**src/rtl/boot_load_ctrl.sv**
```systemverilog
// Boot image loader: streams an image into SRAM, zero-fills the remainder,
// releases the CPU from reset and times the run until end_flag or timeout.
module boot_load_ctrl #(
  parameter int DATA_W     = 32,
  parameter int ADDR_W     = 14,
  parameter int DEPTH      = 16384,
  parameter bit BIG_ENDIAN = 1'b1,
  parameter int MAX_CYCLES = 30000000
) (
  input  logic                    i_ext_pad_clkmux_ehs_clk,
  input  logic                    PI_SOC_RST_B,
  input  logic                    start,
  input  logic                    src_valid,
  input  logic [DATA_W-1:0]       src_data,
  input  logic                    src_last,
  output logic                    src_ready,
  output logic [DATA_W/8-1:0]     mem_we,
  output logic [ADDR_W-1:0]       mem_addr,
  output logic [DATA_W-1:0]       mem_wdata,
  output logic                    cpu_rst_b,
  input  logic                    end_flag,
  output logic                    busy,
  output logic                    done,
  output logic                    pass,
  output logic                    fail,
  output logic                    ovf,
  output logic [31:0]             cycle_cnt,
  output logic [ADDR_W:0]         load_cnt
);

  localparam int                LANES     = DATA_W / 8;
  localparam logic [ADDR_W-1:0] LAST_ADDR = ADDR_W'(DEPTH - 1);
  localparam logic [ADDR_W-1:0] ADDR_ONE  = {{(ADDR_W-1){1'b0}}, 1'b1};
  localparam logic [ADDR_W:0]   CNT_ONE   = {{ADDR_W{1'b0}}, 1'b1};
  localparam logic [31:0]       CYC_LAST  = 32'(MAX_CYCLES - 1);

  typedef enum logic [2:0] {
    ST_IDLE = 3'd0,
    ST_LOAD = 3'd1,
    ST_FILL = 3'd2,
    ST_RUN  = 3'd3,
    ST_DONE = 3'd4
  } state_t;

  state_t              state_q, state_d;
  logic [ADDR_W-1:0]   addr_q, addr_d;
  logic [ADDR_W:0]     load_cnt_q, load_cnt_d;
  logic [LANES-1:0]    mem_we_q, mem_we_d;
  logic [ADDR_W-1:0]   mem_addr_q, mem_addr_d;
  logic [DATA_W-1:0]   mem_wdata_q, mem_wdata_d;
  logic                cpu_rst_b_q, cpu_rst_b_d;
  logic                src_ready_q, src_ready_d;
  logic                busy_q, busy_d;
  logic                done_q, done_d;
  logic                pass_q, pass_d;
  logic                fail_q, fail_d;
  logic                ovf_q, ovf_d;
  logic [31:0]         cycle_cnt_q, cycle_cnt_d;
  logic                accept_s;

  // Lane 0 is the most significant source byte when BIG_ENDIAN is set.
  function automatic logic [DATA_W-1:0] lane_map(input logic [DATA_W-1:0] d);
    logic [DATA_W-1:0] r;
    r = '0;
    for (int i = 0; i < LANES; i++) begin
      if (BIG_ENDIAN) begin
        r[8*i +: 8] = d[DATA_W-1-8*i -: 8];
      end else begin
        r[8*i +: 8] = d[8*i +: 8];
      end
    end
    return r;
  endfunction

  assign accept_s = src_valid & src_ready_q;

  // Next-state, write issue, counters and status flags.
  always_comb begin
    state_d     = state_q;
    addr_d      = addr_q;
    load_cnt_d  = load_cnt_q;
    mem_we_d    = {LANES{1'b0}};
    mem_addr_d  = mem_addr_q;
    mem_wdata_d = mem_wdata_q;
    pass_d      = pass_q;
    fail_d      = fail_q;
    ovf_d       = ovf_q;
    cycle_cnt_d = cycle_cnt_q;

    case (state_q)
      ST_IDLE, ST_DONE: begin
        if (start) begin
          state_d    = ST_LOAD;
          addr_d     = {ADDR_W{1'b0}};
          load_cnt_d = {(ADDR_W+1){1'b0}};
          pass_d     = 1'b0;
          fail_d     = 1'b0;
          ovf_d      = 1'b0;
        end else begin
          state_d = state_q;
        end
      end
      ST_LOAD: begin
        if (accept_s) begin
          mem_we_d    = {LANES{1'b1}};
          mem_addr_d  = addr_q;
          mem_wdata_d = lane_map(src_data);
          load_cnt_d  = load_cnt_q + CNT_ONE;
          if (addr_q == LAST_ADDR) begin
            // Image filled the whole SRAM; a missing src_last means it was too long.
            state_d     = ST_RUN;
            cycle_cnt_d = 32'd0;
            ovf_d       = ovf_q | ~src_last;
          end else begin
            addr_d = addr_q + ADDR_ONE;
            if (src_last) begin
              state_d = ST_FILL;
            end else begin
              state_d = ST_LOAD;
            end
          end
        end else begin
          state_d = ST_LOAD;
        end
      end
      ST_FILL: begin
        mem_we_d    = {LANES{1'b1}};
        mem_addr_d  = addr_q;
        mem_wdata_d = {DATA_W{1'b0}};
        if (addr_q == LAST_ADDR) begin
          state_d     = ST_RUN;
          cycle_cnt_d = 32'd0;
        end else begin
          addr_d = addr_q + ADDR_ONE;
        end
      end
      ST_RUN: begin
        // end_flag wins a tie with the timeout; the count freezes on the exit clock.
        if (end_flag) begin
          state_d = ST_DONE;
          pass_d  = 1'b1;
        end else if (cycle_cnt_q == CYC_LAST) begin
          state_d = ST_DONE;
          fail_d  = 1'b1;
        end else if (cycle_cnt_q == 32'hFFFF_FFFF) begin
          cycle_cnt_d = cycle_cnt_q;
        end else begin
          cycle_cnt_d = cycle_cnt_q + 32'd1;
        end
      end
      default: begin
        state_d = ST_IDLE;
      end
    endcase

    src_ready_d = (state_d == ST_LOAD);
    busy_d      = (state_d == ST_LOAD) || (state_d == ST_FILL) || (state_d == ST_RUN);
    cpu_rst_b_d = (state_d == ST_RUN);
    done_d      = (state_d == ST_DONE);
  end

  // State and output registers, cleared asynchronously by the SoC reset.
  always_ff @(posedge i_ext_pad_clkmux_ehs_clk or posedge PI_SOC_RST_B) begin
    if (PI_SOC_RST_B) begin
      state_q     <= ST_IDLE;
      addr_q      <= {ADDR_W{1'b0}};
      load_cnt_q  <= {(ADDR_W+1){1'b0}};
      mem_we_q    <= {LANES{1'b0}};
      mem_addr_q  <= {ADDR_W{1'b0}};
      mem_wdata_q <= {DATA_W{1'b0}};
      cpu_rst_b_q <= 1'b0;
      src_ready_q <= 1'b0;
      busy_q      <= 1'b0;
      done_q      <= 1'b0;
      pass_q      <= 1'b0;
      fail_q      <= 1'b0;
      ovf_q       <= 1'b0;
      cycle_cnt_q <= 32'd0;
    end else begin
      state_q     <= state_d;
      addr_q      <= addr_d;
      load_cnt_q  <= load_cnt_d;
      mem_we_q    <= mem_we_d;
      mem_addr_q  <= mem_addr_d;
      mem_wdata_q <= mem_wdata_d;
      cpu_rst_b_q <= cpu_rst_b_d;
      src_ready_q <= src_ready_d;
      busy_q      <= busy_d;
      done_q      <= done_d;
      pass_q      <= pass_d;
      fail_q      <= fail_d;
      ovf_q       <= ovf_d;
      cycle_cnt_q <= cycle_cnt_d;
    end
  end

  assign src_ready = src_ready_q;
  assign mem_we    = mem_we_q;
  assign mem_addr  = mem_addr_q;
  assign mem_wdata = mem_wdata_q;
  assign cpu_rst_b = cpu_rst_b_q;
  assign busy      = busy_q;
  assign done      = done_q;
  assign pass      = pass_q;
  assign fail      = fail_q;
  assign ovf       = ovf_q;
  assign cycle_cnt = cycle_cnt_q;
  assign load_cnt  = load_cnt_q;

endmodule
```
**config.mk**
```make
export PLATFORM = sky130hd
export DESIGN_NAME = boot_load_ctrl
export DESIGN_NICKNAME = d
export VERILOG_FILES = /design/src/rtl/boot_load_ctrl.sv
export SDC_FILE = /design/constraint.sdc
export NUM_CORES = 1
export LEC_CHECK = 0
export ABC_AREA = 1
export BUFFER_PORTS_ARGS = -buffer_cell sky130_fd_sc_hd__buf_2
export CAP_MARGIN = 15
export CORE_MARGIN = 4
export CORE_UTILIZATION = 25
export DETAILED_ROUTE_END_ITERATION = 12
export HOLD_SLACK_MARGIN = 0.02
export PLACE_DENSITY = 0.46
export SYNTH_ARGS = -nofsm -noshare
export SYNTH_HDL_FRONTEND = slang
export SYNTH_SLANG_ARGS = --single-unit
export TNS_END_PERCENT = 10
```
**constraint.sdc**
```tcl
create_clock -name i_ext_pad_clkmux_ehs_clk -period 4.76 [get_ports i_ext_pad_clkmux_ehs_clk]
set_input_delay 0.476 -clock i_ext_pad_clkmux_ehs_clk [delete_from_list [all_inputs] [get_ports i_ext_pad_clkmux_ehs_clk]]
set_output_delay 0.476 -clock i_ext_pad_clkmux_ehs_clk [all_outputs]
set_load 0.05 [all_outputs]
```
==> impl_metrics.py <==
metrics = {
    "critical_path": {
        "cpMostUsedCell": "nand2_1",
        "worstPathRequired_ns": 5.06,
        "critPathMaxStageDelay_ns": 0.78,
        "crit_type": "flip-flop to flip-flop",
        "worstPathArrival_ns": 3.19,
        "worst_setup_path_end_kind": "flip-flop",
        "critPathLaunchType": "flip-flop",
        "path_max_fanout": 35,
        "slowest_stage": "nand4_2",
        "path_cells": "nand3_2, nor2_1, nor2_2, buf_4, nand4_2, nand2_1, nand2_1",
    },
    "sta": {
        "skew_ns": 0.01006,
        "hold_slack_ns": 0.1484,
        "min_period_ns": 2.891,
        "maxSlewViolCount": 0,
        "post-route-period-util": 0.6073,
        "relSlewSlack": 0.3847,
        "timing.fmax_mhz": 345.9,
        "rsz0062_at_grt": "no",
        "worst_pin_slew_ns": 0.9207,
        "setup_viol": 0,
        "fin_tns_setup_ns": 0,
        "hold_viol_final": 0,
    },
    "clocking": {
        "root_buffer": "clkbuf_16",
        "cts_hold_buf": 0,
        "cts.clk_slew.worst_paths_ns": 0.07,
        "clkSinkCount": 118,
        "cts_tree": "yes",
        "postCtsSetupRepairBufs": 0,
        "htreeDepth": 4,
        "insertion_delay_ns": 0.42,
        "clk_path_buf_depth": 2,
        "cts_resized": 0,
        "numCtsBuffers": 17,
    },
    "route": {
        "wl_per_cell_um": 13.88,
        "dr.pass1.iters": 5,
        "vias": 6051,
        "remaining_drc_errors": 0,
        "dr.first_iter.drc_count": 355,
        "antenna_left": 0,
        "routed_wl_um": 19090,
        "routed_via_density": 4.398,
    },
    "die": {
        "die_w_um": 169.4,
        "num_rows": 58,
        "core-area_sq_um": 25400,
        "die_area_sq_um": 28690,
        "die_h_um": 169.4,
        "start_util": 0.2563,
        "ios": 142,
    },
    "finish": {
        "drive_above_1_share": 0.2084,
        "final_cell_mix": "nand2_1, buf_2, nor2_1",
        "syn_to_final_growth_pct": 24.75,
        "stdcell_area_sq_um": 8122,
        "layout.cells.non_filler": 1376,
        "final_common_cell": "nand2_1",
        "final_nets": 1074,
        "antenna_cells": 0,
    },
    "placed_design": {
        "dp_hpwl_um": 13960,
        "place_inst": 1344,
        "port_buffers": 141,
        "place_congestion": 0.8193,
        "place_area_sq_um": 7493,
    },
    "global_route": {
        "grtUsageTotal": 0.1362,
        "grt_pass1_wl_um": 31620,
        "grt_pass1_vias": 6117,
        "gr-total-overflow": 0,
        "grt_start_max_net_pins": 53,
        "antenna_found_initial": 1,
    },
    "pwr": {
        "p_leak_nw": 4.035,
        "ir_worst_vdd_uv": 351.1,
        "power_per_cell_area_nw_per_um2": 607.8,
    },
    "synthesis": {
        "yosysSeqAreaShare": 0.4536,
        "synth_nets": 939,
        "synthesis.instances": 898,
        "yosysWarningCount": 0,
        "synth_area_sq_um": 6510,
        "syn-mean-instance-area_sq_um": 7.249,
        "ys_ff_latch": 118,
        "ys_types": 36,
    },
    "worst_hold_path": {
        "hold_path.class": "primary input to async pin",
    },
    "run_status": {
        "run_status": "completed",
    },
    "flow_run": {
        "cap_violations": 0,
    },
}
where the power goes:
part,internal [mW],total [mW],switching [mW]
sequential,1.26,1.44,0.179
combinational,0.450,2.11,1.66
clock,0.848,1.39,0.543
total,2.56,4.94,2.38
through the flow:
step / total power [mW] / setup WS [ns] / util
6_report: 4.936 / 1.869 / 0.3198
5_1_grt: 5.258 / 1.458 / 0.3198
4_1_cts: 5.019 / 1.823 / 0.3198
3_5_place_dp: 3.603 / 1.824 / 0.2950
3_3_place_gp: 3.593 / 1.911 / 0.2950
2_1_floorplan: 3.102 / 1.155 / -
area by class of cell:
class	instances	area, sq um
fill	2826	17280
tap	330	412.9
clock inverter	15	202.7
multi-input combinational	680	3123
timing repair buffer	145	735.7
clock buffer	17	425.4
inverter	71	269.0
sequential	118	2953
cells in the mapped netlist:
library cell | count | share of area
nand2_1 | 322 | 0.19
nor2_1 | 131 | 0.076
dfrtp_1 | 118 | 0.45
nand3_1 | 106 | 0.081
inv_1 | 65 | 0.037
xor2_1 | 16 | 0.022
o21ai_0 | 15 | 0.012
a21oi_1 | 14 | 0.011
clkbuf_1 | 13 | 0.0075
nand4_1 | 9 | 0.0086
mux2_2 | 8 | 0.014
nor3_1 | 8 | 0.0062
buf_4 | 7 | 0.0081
inv_2 | 6 | 0.0035
nand2_2 | 6 | 0.0058
o21ai_1 | 6 | 0.0046
nor2_2 | 5 | 0.0048
nor2_4 | 5 | 0.0086
buf_6 | 4 | 0.0069
nand3_2 | 4 | 0.0062
o22ai_1 | 4 | 0.0038
xnor2_1 | 4 | 0.0054
buf_1 | 3 | 0.0017
ha_1 | 3 | 0.0058
o21bai_1 | 3 | 0.0035
buf_2 | 2 | 0.0015
nand3b_1 | 2 | 0.0023
a21oi_2 | 1 | 0.0013
nand2_4 | 1 | 0.0017
nand3_4 | 1 | 0.0027
nand4_2 | 1 | 0.0019
nor2b_1 | 1 | 0.00096
nor3b_1 | 1 | 0.0012
nor3b_2 | 1 | 0.0019
o21a_1 | 1 | 0.0012
or2_2 | 1 | 0.00096
kinds of logic (layout without fill, tap and decap cells):
logic type,count (synthesis),count (layout),share of synthesized area
AO/OA/AOI/OAI,44,44,0.03671
XOR/XNOR,20,20,0.02691
adder cells (fa/ha/maj),3,3,0.005767
buffers and inverters,100,248,0.06669
flip-flops,118,118,0.4536
multiplexers,8,8,0.01384
AND/OR/NAND/NOR,605,605,0.3965
routing by layer:
| metal | GRT usage | vias to the layer above | routed length, um |
|---|---|---|---|
| met1 | 0.1786 | 2790 | 9023 |
| met5 | 0 | - | 13 |
| li1 | - | 3123 | - |
| met2 | 0.2258 | 120 | 9061 |
| met4 | 0.03115 | 2 | 168 |
| met3 | 0.03680 | 16 | 825 |
flip-flops by register name, indices dropped and copies added (netlist names):
signal	flops
mem_wdata	32
done	1
load_cnt	15
cpu_rst_b	1
state_q	3
busy	1
mem_addr	14
src_ready	1
cycle_cnt	32
fail	1
mem_we	1
pass	1
addr_q	14
ovf	1
final timing paths:
kind                                      startpoint            end  slack [ns]  cells past startpoint
max                                       state_q[1]  cycle_cnt[11]        1.87                      7
min                                     PI_SOC_RST_B  mem_wdata[10]        0.15                      2
max reg2reg                               state_q[1]  cycle_cnt[11]        1.87                      7
min reg2reg                            mem_wdata[17]  mem_wdata[17]        0.49                      2
max in group asynchronous               PI_SOC_RST_B     addr_q[12]        3.60                      3
min in group i_ext_pad_clkmux_ehs_clk   src_data[20]  mem_wdata[12]        0.24                      3
critical path: cells and delay by family, from the launching register on:
kind / cells / cell delay (ns)
flops: 1 / 0.44
simple gates: 6 / 1.97
buf+inv: 1 / 0.34
No activity file was read; power rests on OpenSTA's default activity.
